**src/rtl/neuron_pkg.sv**
```systemverilog
// Shared types and helpers for the sequential neuron: sign-magnitude Q4.11 data, FSM states.
// No clocked logic; functions are combinational.
package neuron_pkg;

  localparam int SM_W = 16;
  localparam int FRAC_BITS = 11;
  localparam logic [SM_W-1:0] SM_ZERO = 16'h0000;

  typedef enum logic [1:0] {IDLE, ACCUM, ACT, OUT} state_t;

  // 0x8000 (negative zero) maps to 0.
  function automatic logic signed [SM_W:0] sm_to_tc(input logic [SM_W-1:0] v);
    logic signed [SM_W:0] m;
    m = {2'b00, v[SM_W-2:0]};
    return v[SM_W-1] ? -m : m;
  endfunction

  function automatic logic [31:0] tc_abs_sat(input logic signed [31:0] v, input int w);
    logic [31:0] mag;
    logic [31:0] lim;
    mag = (v < 0) ? -v : v;
    lim = (32'd1 << w) - 32'd1;
    return (mag > lim) ? lim : mag;
  endfunction

endpackage

```
**src/rtl/Sigmoid_LUT.sv**
```systemverilog
// Piecewise-linear sigmoid of a sign-magnitude Q.11 sum; output is a Q4.11 probability in [0,1].
// Purely combinational, no flow control.
module Sigmoid_LUT #(
  parameter int SUM_W = 22
) (
  input  logic [SUM_W-1:0] suma,
  input  logic             predznak,
  output logic [15:0]      vjerojatnost
);

  logic [14:0] y;

  // Segments break at |x| = 1.0, 2.375 and 5.0; negative side uses 1 - f(|x|).
  always_comb begin
    if (suma >= SUM_W'(10240)) begin
      y = 15'd2048;
    end else if (suma >= SUM_W'(4864)) begin
      y = 15'(suma >> 5) + 15'd1728;
    end else if (suma >= SUM_W'(2048)) begin
      y = 15'(suma >> 3) + 15'd1280;
    end else begin
      y = 15'(suma >> 2) + 15'd1024;
    end
    vjerojatnost = {1'b0, predznak ? (15'd2048 - y) : y};
  end

endmodule

```
**src/rtl/mnozenje.sv**
```systemverilog
// Sign-magnitude Q4.11 multiplier; magnitude saturates to 0x7FFF and zero is always +0.
// Purely combinational, no flow control.
module mnozenje
  import neuron_pkg::*;
(
  input  logic [15:0] weight,
  input  logic [15:0] sample,
  output logic [15:0] product
);

  logic [18:0] mag;

  always_comb begin
    mag = 19'((30'(weight[14:0]) * 30'(sample[14:0])) >> FRAC_BITS);
    if (mag == 19'd0) begin
      product = SM_ZERO;
    end else begin
      product = {weight[15] ^ sample[15], (mag > 19'd32767) ? 15'h7FFF : mag[14:0]};
    end
  end

endmodule

```
**src/rtl/neuron_weight_mem.sv**
```systemverilog
// Weight store: one write port, LANES combinational read ports at beat*LANES+k.
// Write takes effect at the clock edge; reads see the old value in the same cycle.
module neuron_weight_mem
  import neuron_pkg::*;
#(
  parameter int N_INPUTS = 60,
  parameter int LANES    = 4,
  parameter int BW       = 4
) (
  input  logic                        clk,
  input  logic                        we,
  input  logic [$clog2(N_INPUTS)-1:0] w_addr,
  input  logic [SM_W-1:0]             w_data,
  input  logic [BW-1:0]               beat,
  output logic [LANES*SM_W-1:0]       rdata
);

  localparam int AW = $clog2(N_INPUTS);

  logic [SM_W-1:0] mem [N_INPUTS];

  always_ff @(posedge clk) begin
    if (we) mem[w_addr] <= w_data;
  end

  always_comb begin
    rdata = '0;
    for (int k = 0; k < LANES; k++) begin
      rdata[k*SM_W +: SM_W] = mem[AW'(int'(beat) * LANES + k)];
    end
  end

endmodule

```
**src/rtl/neuron_seq_mac.sv**
```systemverilog
// Sequential MAC neuron: LANES samples/beat, bias + weighted sum, sigmoid or linear output.
// Result valid 2 cycles after the final beat; no new frame accepted until the result is taken.
module neuron_seq_mac
  import neuron_pkg::*;
#(
  parameter int N_INPUTS = 60,
  parameter int LANES    = 4,
  parameter int SUM_W    = 22,
  parameter int ACC_W    = 24
) (
  input  logic                        clk,
  input  logic                        rst_n,
  input  logic                        act_bypass,
  input  logic [15:0]                 bias,
  input  logic                        w_we,
  input  logic [$clog2(N_INPUTS)-1:0] w_addr,
  input  logic [15:0]                 w_data,
  output logic                        w_err,
  input  logic                        s_valid,
  output logic                        s_ready,
  input  logic [16*LANES-1:0]         s_data,
  input  logic                        s_last,
  output logic                        m_valid,
  input  logic                        m_ready,
  output logic [15:0]                 m_data,
  output logic                        frame_err
);

  localparam int N_BEATS = N_INPUTS / LANES;
  localparam int BW = (N_BEATS > 1) ? $clog2(N_BEATS) : 1;

  state_t                   state;
  logic signed [ACC_W-1:0]  acc;
  logic [BW-1:0]            beat_cnt;
  logic                     err_acc;
  logic                     byp_q;

  logic [LANES*SM_W-1:0]    w_rd;
  logic [LANES*SM_W-1:0]    prod;
  logic signed [ACC_W-1:0]  acc_base;
  logic signed [ACC_W-1:0]  lane_sum;
  logic                     final_beat;
  logic                     predznak;
  logic [SUM_W-1:0]         generalna_suma;
  logic [14:0]              lin_mag;
  logic [15:0]              sig_out;

  neuron_weight_mem #(
    .N_INPUTS (N_INPUTS),
    .LANES    (LANES),
    .BW       (BW)
  ) u_wmem (
    .clk    (clk),
    .we     (w_we && (state == IDLE)),
    .w_addr (w_addr),
    .w_data (w_data),
    .beat   (beat_cnt),
    .rdata  (w_rd)
  );

  for (genvar k = 0; k < LANES; k++) begin : g_lane
    mnozenje u_mul (
      .weight  (w_rd[k*SM_W +: SM_W]),
      .sample  (s_data[k*SM_W +: SM_W]),
      .product (prod[k*SM_W +: SM_W])
    );
  end

  Sigmoid_LUT #(.SUM_W(SUM_W)) u_sig (
    .suma         (generalna_suma),
    .predznak     (predznak),
    .vjerojatnost (sig_out)
  );

  always_comb begin
    acc_base = (state == IDLE) ? ACC_W'(sm_to_tc(bias)) : acc;
    lane_sum = '0;
    for (int k = 0; k < LANES; k++) begin
      lane_sum = lane_sum + ACC_W'(sm_to_tc(prod[k*SM_W +: SM_W]));
    end
    final_beat     = (beat_cnt == BW'(N_BEATS - 1));
    predznak       = (acc < 0);
    generalna_suma = SUM_W'(tc_abs_sat(32'(acc), SUM_W));
    lin_mag        = 15'(tc_abs_sat(32'(acc), 15));
  end

  always_ff @(posedge clk) begin
    if (!rst_n) begin
      state     <= IDLE;
      acc       <= '0;
      beat_cnt  <= '0;
      err_acc   <= 1'b0;
      byp_q     <= 1'b0;
      s_ready   <= 1'b1;
      m_valid   <= 1'b0;
      m_data    <= SM_ZERO;
      frame_err <= 1'b0;
      w_err     <= 1'b0;
    end else begin
      w_err <= w_we && (state != IDLE);
      case (state)
        IDLE, ACCUM: begin
          if (s_valid) begin
            acc     <= acc_base + lane_sum;
            // s_last only flags a mismatch; frame length is fixed by the beat count.
            err_acc <= ((state == ACCUM) && err_acc) || (s_last != final_beat);
            if (state == IDLE) byp_q <= act_bypass;
            if (final_beat) begin
              state    <= ACT;
              s_ready  <= 1'b0;
              beat_cnt <= '0;
            end else begin
              state    <= ACCUM;
              beat_cnt <= beat_cnt + BW'(1);
            end
          end
        end
        ACT: begin
          m_data    <= byp_q ? {predznak, lin_mag} : sig_out;
          frame_err <= err_acc;
          m_valid   <= 1'b1;
          state     <= OUT;
        end
        OUT: begin
          if (m_ready) begin
            m_valid <= 1'b0;
            s_ready <= 1'b1;
            state   <= IDLE;
          end
        end
        default: state <= IDLE;
      endcase
    end
  end

endmodule

```
**config.mk**
```make
export PLATFORM = sky130hd
export DESIGN_NAME = neuron_seq_mac
export DESIGN_NICKNAME = d
export VERILOG_FILES = /design/src/rtl/neuron_pkg.sv /design/src/rtl/Sigmoid_LUT.sv /design/src/rtl/mnozenje.sv /design/src/rtl/neuron_weight_mem.sv /design/src/rtl/neuron_seq_mac.sv
export SDC_FILE = /design/constraint.sdc
export NUM_CORES = 2
export LEC_CHECK = 0
export CAP_MARGIN = 25
export CORE_ASPECT_RATIO = 2
export CORE_MARGIN = 2
export CORE_UTILIZATION = 60
export CTS_BUF_LIST = sky130_fd_sc_hd__clkbuf_8
export DETAILED_ROUTE_END_ITERATION = 8
export GPL_ROUTABILITY_DRIVEN = 1
export PLACE_DENSITY = 0.84
export REMOVE_ABC_BUFFERS = 1
export SYNTH_ARGS = -nofsm -noshare
export SYNTH_HDL_FRONTEND = slang
export SYNTH_SLANG_ARGS = --single-unit
```
**constraint.sdc**
```tcl
create_clock -name clk -period 17.7 [get_ports clk]
set_clock_uncertainty 0.15 [all_clocks]
set_input_delay 2.655 -clock clk [delete_from_list [all_inputs] [get_ports clk]]
set_output_delay 2.655 -clock clk [all_outputs]
set_load 0.02 [all_outputs]
```
==> impl_metrics.env <==
export IMPL_synth_area_leader_cell="edfxtp_1"
export IMPL_crit_end="acc[23]"
export IMPL_crit_start="beat_cnt[1]"
export IMPL_wl_per_cell_um=24.8
export IMPL_reg2reg_slack_ps=850
export IMPL_r2r_start="beat_cnt[1]"
export IMPL_synth_compound_area_share_pct=5.53
export IMPL_grt_pass1_wl_um=299000
export IMPL_worst_pin_slew_ps=1190
export IMPL_outcome="finished clean"
export IMPL_synth_top_family_by_area="adder cells"
export IMPL_setup_tns_final_ps=0
export IMPL_final_area_um2=80000
export IMPL_start_kind="register"
export IMPL_cts_root_buffer="clkbuf_8"
export IMPL_initial_utilization_pct=60.4
export IMPL_grt_pass1_vias=53500
export IMPL_drive_above_1_share_pct=10.4
export IMPL_synth_top_area_share_pct=38.9
export IMPL_required_ps=18240
export IMPL_drc=0
export IMPL_dpl_cell_area_um2=77300
export IMPL_cp_arrival_ps=17390
export IMPL_end_kind="register"
export IMPL_clkLatencyLatePin_ps=850
export IMPL_first_iter_violations=4097
export IMPL_synth_most_common_cell="edfxtp_1"
export IMPL_drv_cap=0
export IMPL_track_usage_pct=31.6
export IMPL_fin_cells=7886
export IMPL_cts_buffer_depth=3
export IMPL_htreeDepth=3
export IMPL_clock_sinks=1016
export IMPL_dr_total_vias=49200
export IMPL_placed_cells=7640
export IMPL_via_per_inst=6.24
export IMPL_path_clk_slew_ps=80
export IMPL_timing_fmax_mhz=59.4
export IMPL_syn_to_final_growth_pct=7.94
export IMPL_synth_warnings=0
export IMPL_hold_path_class="register to register"
export IMPL_cts_hold_buf=0
export IMPL_synth_edf_count=960
export IMPL_die_w_um=253
export IMPL_dieHeight_um=501
export IMPL_synth_main_ff_cell="edfxtp_1"
export IMPL_worstRegToRegCells=53
export IMPL_synthCells=6083
export IMPL_fp_row_count=182
export IMPL_crit_top_cell="fa_1"
export IMPL_synth_cell_types=105
export IMPL_critPathKind="register to register"
export IMPL_port_buffers=128
export IMPL_cts_tree="yes"
export IMPL_r2r_end="acc[23]"
export IMPL_synth_avg_cell_area_um2=12.2
export IMPL_muxShareOfSynthArea_pct=8.78
export IMPL_synth_area_um2=74200
export IMPL_ys_ff_latch=1016
export IMPL_holdPathStages=2
export IMPL_final_nets=7458
export IMPL_synth_xor_area_share_pct=1.79
export IMPL_rsz0062_at_grt="no"
export IMPL_finalHoldViolCount=0
export IMPL_synth_area_leaders="edfxtp_1 39%, fa_1 20%, mux4_2 7.2%"
export IMPL_grt_max_degree=80
export IMPL_die_area_um2=127000
export IMPL_totalWireLength_um=196000
export IMPL_slew_viol_final=0
export IMPL_slowest_delay_ps=960
export IMPL_post_cts_buffers=0
export IMPL_antenna_left=0
export IMPL_path_max_fanout=79
export IMPL_grt_ovfl_total=0
export IMPL_cts_buffers=120
export IMPL_worst_path_max_delay_cell="dfxtp_4"
export IMPL_seq_area_frac_synth_pct=40.4
export IMPL_synthArstFlopShare_pct=0
export IMPL_place_congestion=1.00
export IMPL_core_area_um2=123000
export IMPL_period_share_pct=95.2
export IMPL_ios=129
export IMPL_synth_fa_ha_area_share_pct=26.6
export IMPL_setup_viol=0
export IMPL_dr_pass1_iters=5
export IMPL_yosys_area_share_simple_pct=11.1
export IMPL_post_dp_hpwl_um=144000
export IMPL_period_minus_slack_ps=16850
export IMPL_ys_top_cells_by_count="960 x edfxtp_1, 862 x inv_1, 732 x fa_1, 701 x nand2_1, 462 x and2_1"
export IMPL_cts_resized_gates=0
export IMPL_slew_headroom_pct=20.4
export IMPL_antenna_found_initial=3
## layout make-up
class	count	area [um^2]
sequential	1016	30000
fill	8389	42700
timing repair buffer	279	2550
multi-input combinational	3934	39900
clock buffer	125	1720
inverter	863	3240
antenna	4	10.0
tap	1564	1960
clock inverter	101	706
## worst max-delay path, delay by kind of cell (launching register included)
family	cells	cell delay [ps]
AOI/OAI and AO/OA	14	4200
DFF	1	960
xor gates and xnor gates	2	380
buffers and inverters	11	1920
and+or+nand+nor	12	3140
muxes	3	1150
adders and majority gates	11	4740
## cell families (layout without fill, tap and decap cells)
logic type / Yosys count / in the layout
and+or+nand+nor: 1671 / 1671
DFF: 1016 / 1016
other: 0 / 4
xor gates and xnor gates: 151 / 151
muxes: 353 / 353
AOI/OAI and AO/OA: 624 / 624
adders and majority gates: 1135 / 1135
buffers and inverters: 1133 / 1368
## layout by cell type, fill, tap and decap left out, drive strengths merged, types with 134 or more instances in the layout
cell and n:
edfxtp 960, inv 898, fa 732, nand2 701, and2 462, ha 403, mux4 237, nor2 205
o21ai 193, buf 165, a21oi 134
## routing by layer
metal  routed length [um]  vias up  part of all wire [%]  track usage [%]
met4                17900        4                   9.2             25.3
met2               104000     2516                    53             57.1
met3                13600      944                   7.0             5.40
met5                   98        -                 0.050                0
met1                60400    24800                    31             31.8
li1                     -    20900                     -                -
## registers in the layout, summed over array words and instances (netlist names), 2 cells and up, named ones only
register	cells
acc	24
beat_cnt	4
u_wmem.mem	960
m_data	16
state	2
## through the flow
step	setup WS, ps	hold WS (ps)	utilization [%]
2_1_floorplan	-4220	287	-
3_3_place_gp	945	293	63.0
3_5_place_dp	582	299	63.0
4_1_cts	1210	315	65.0
5_1_grt	193	334	65.2
6_report	853	308	65.2
## how the worst min path moves through the flow
stage,startpoint,endpoint,slack (ps)
floorplan,err_acc,frame_err,290
global placement,m_data[10],m_data[10],290
detailed placement,m_data[10],m_data[10],300
CTS,m_data[10],m_data[10],320
global route,m_data[5],m_data[5],330
finish,m_data[5],m_data[5],310
Power is left out: the tool's default activity adds up to more than one toggle a clock period on the data nets, which glitch-free logic cannot reach.
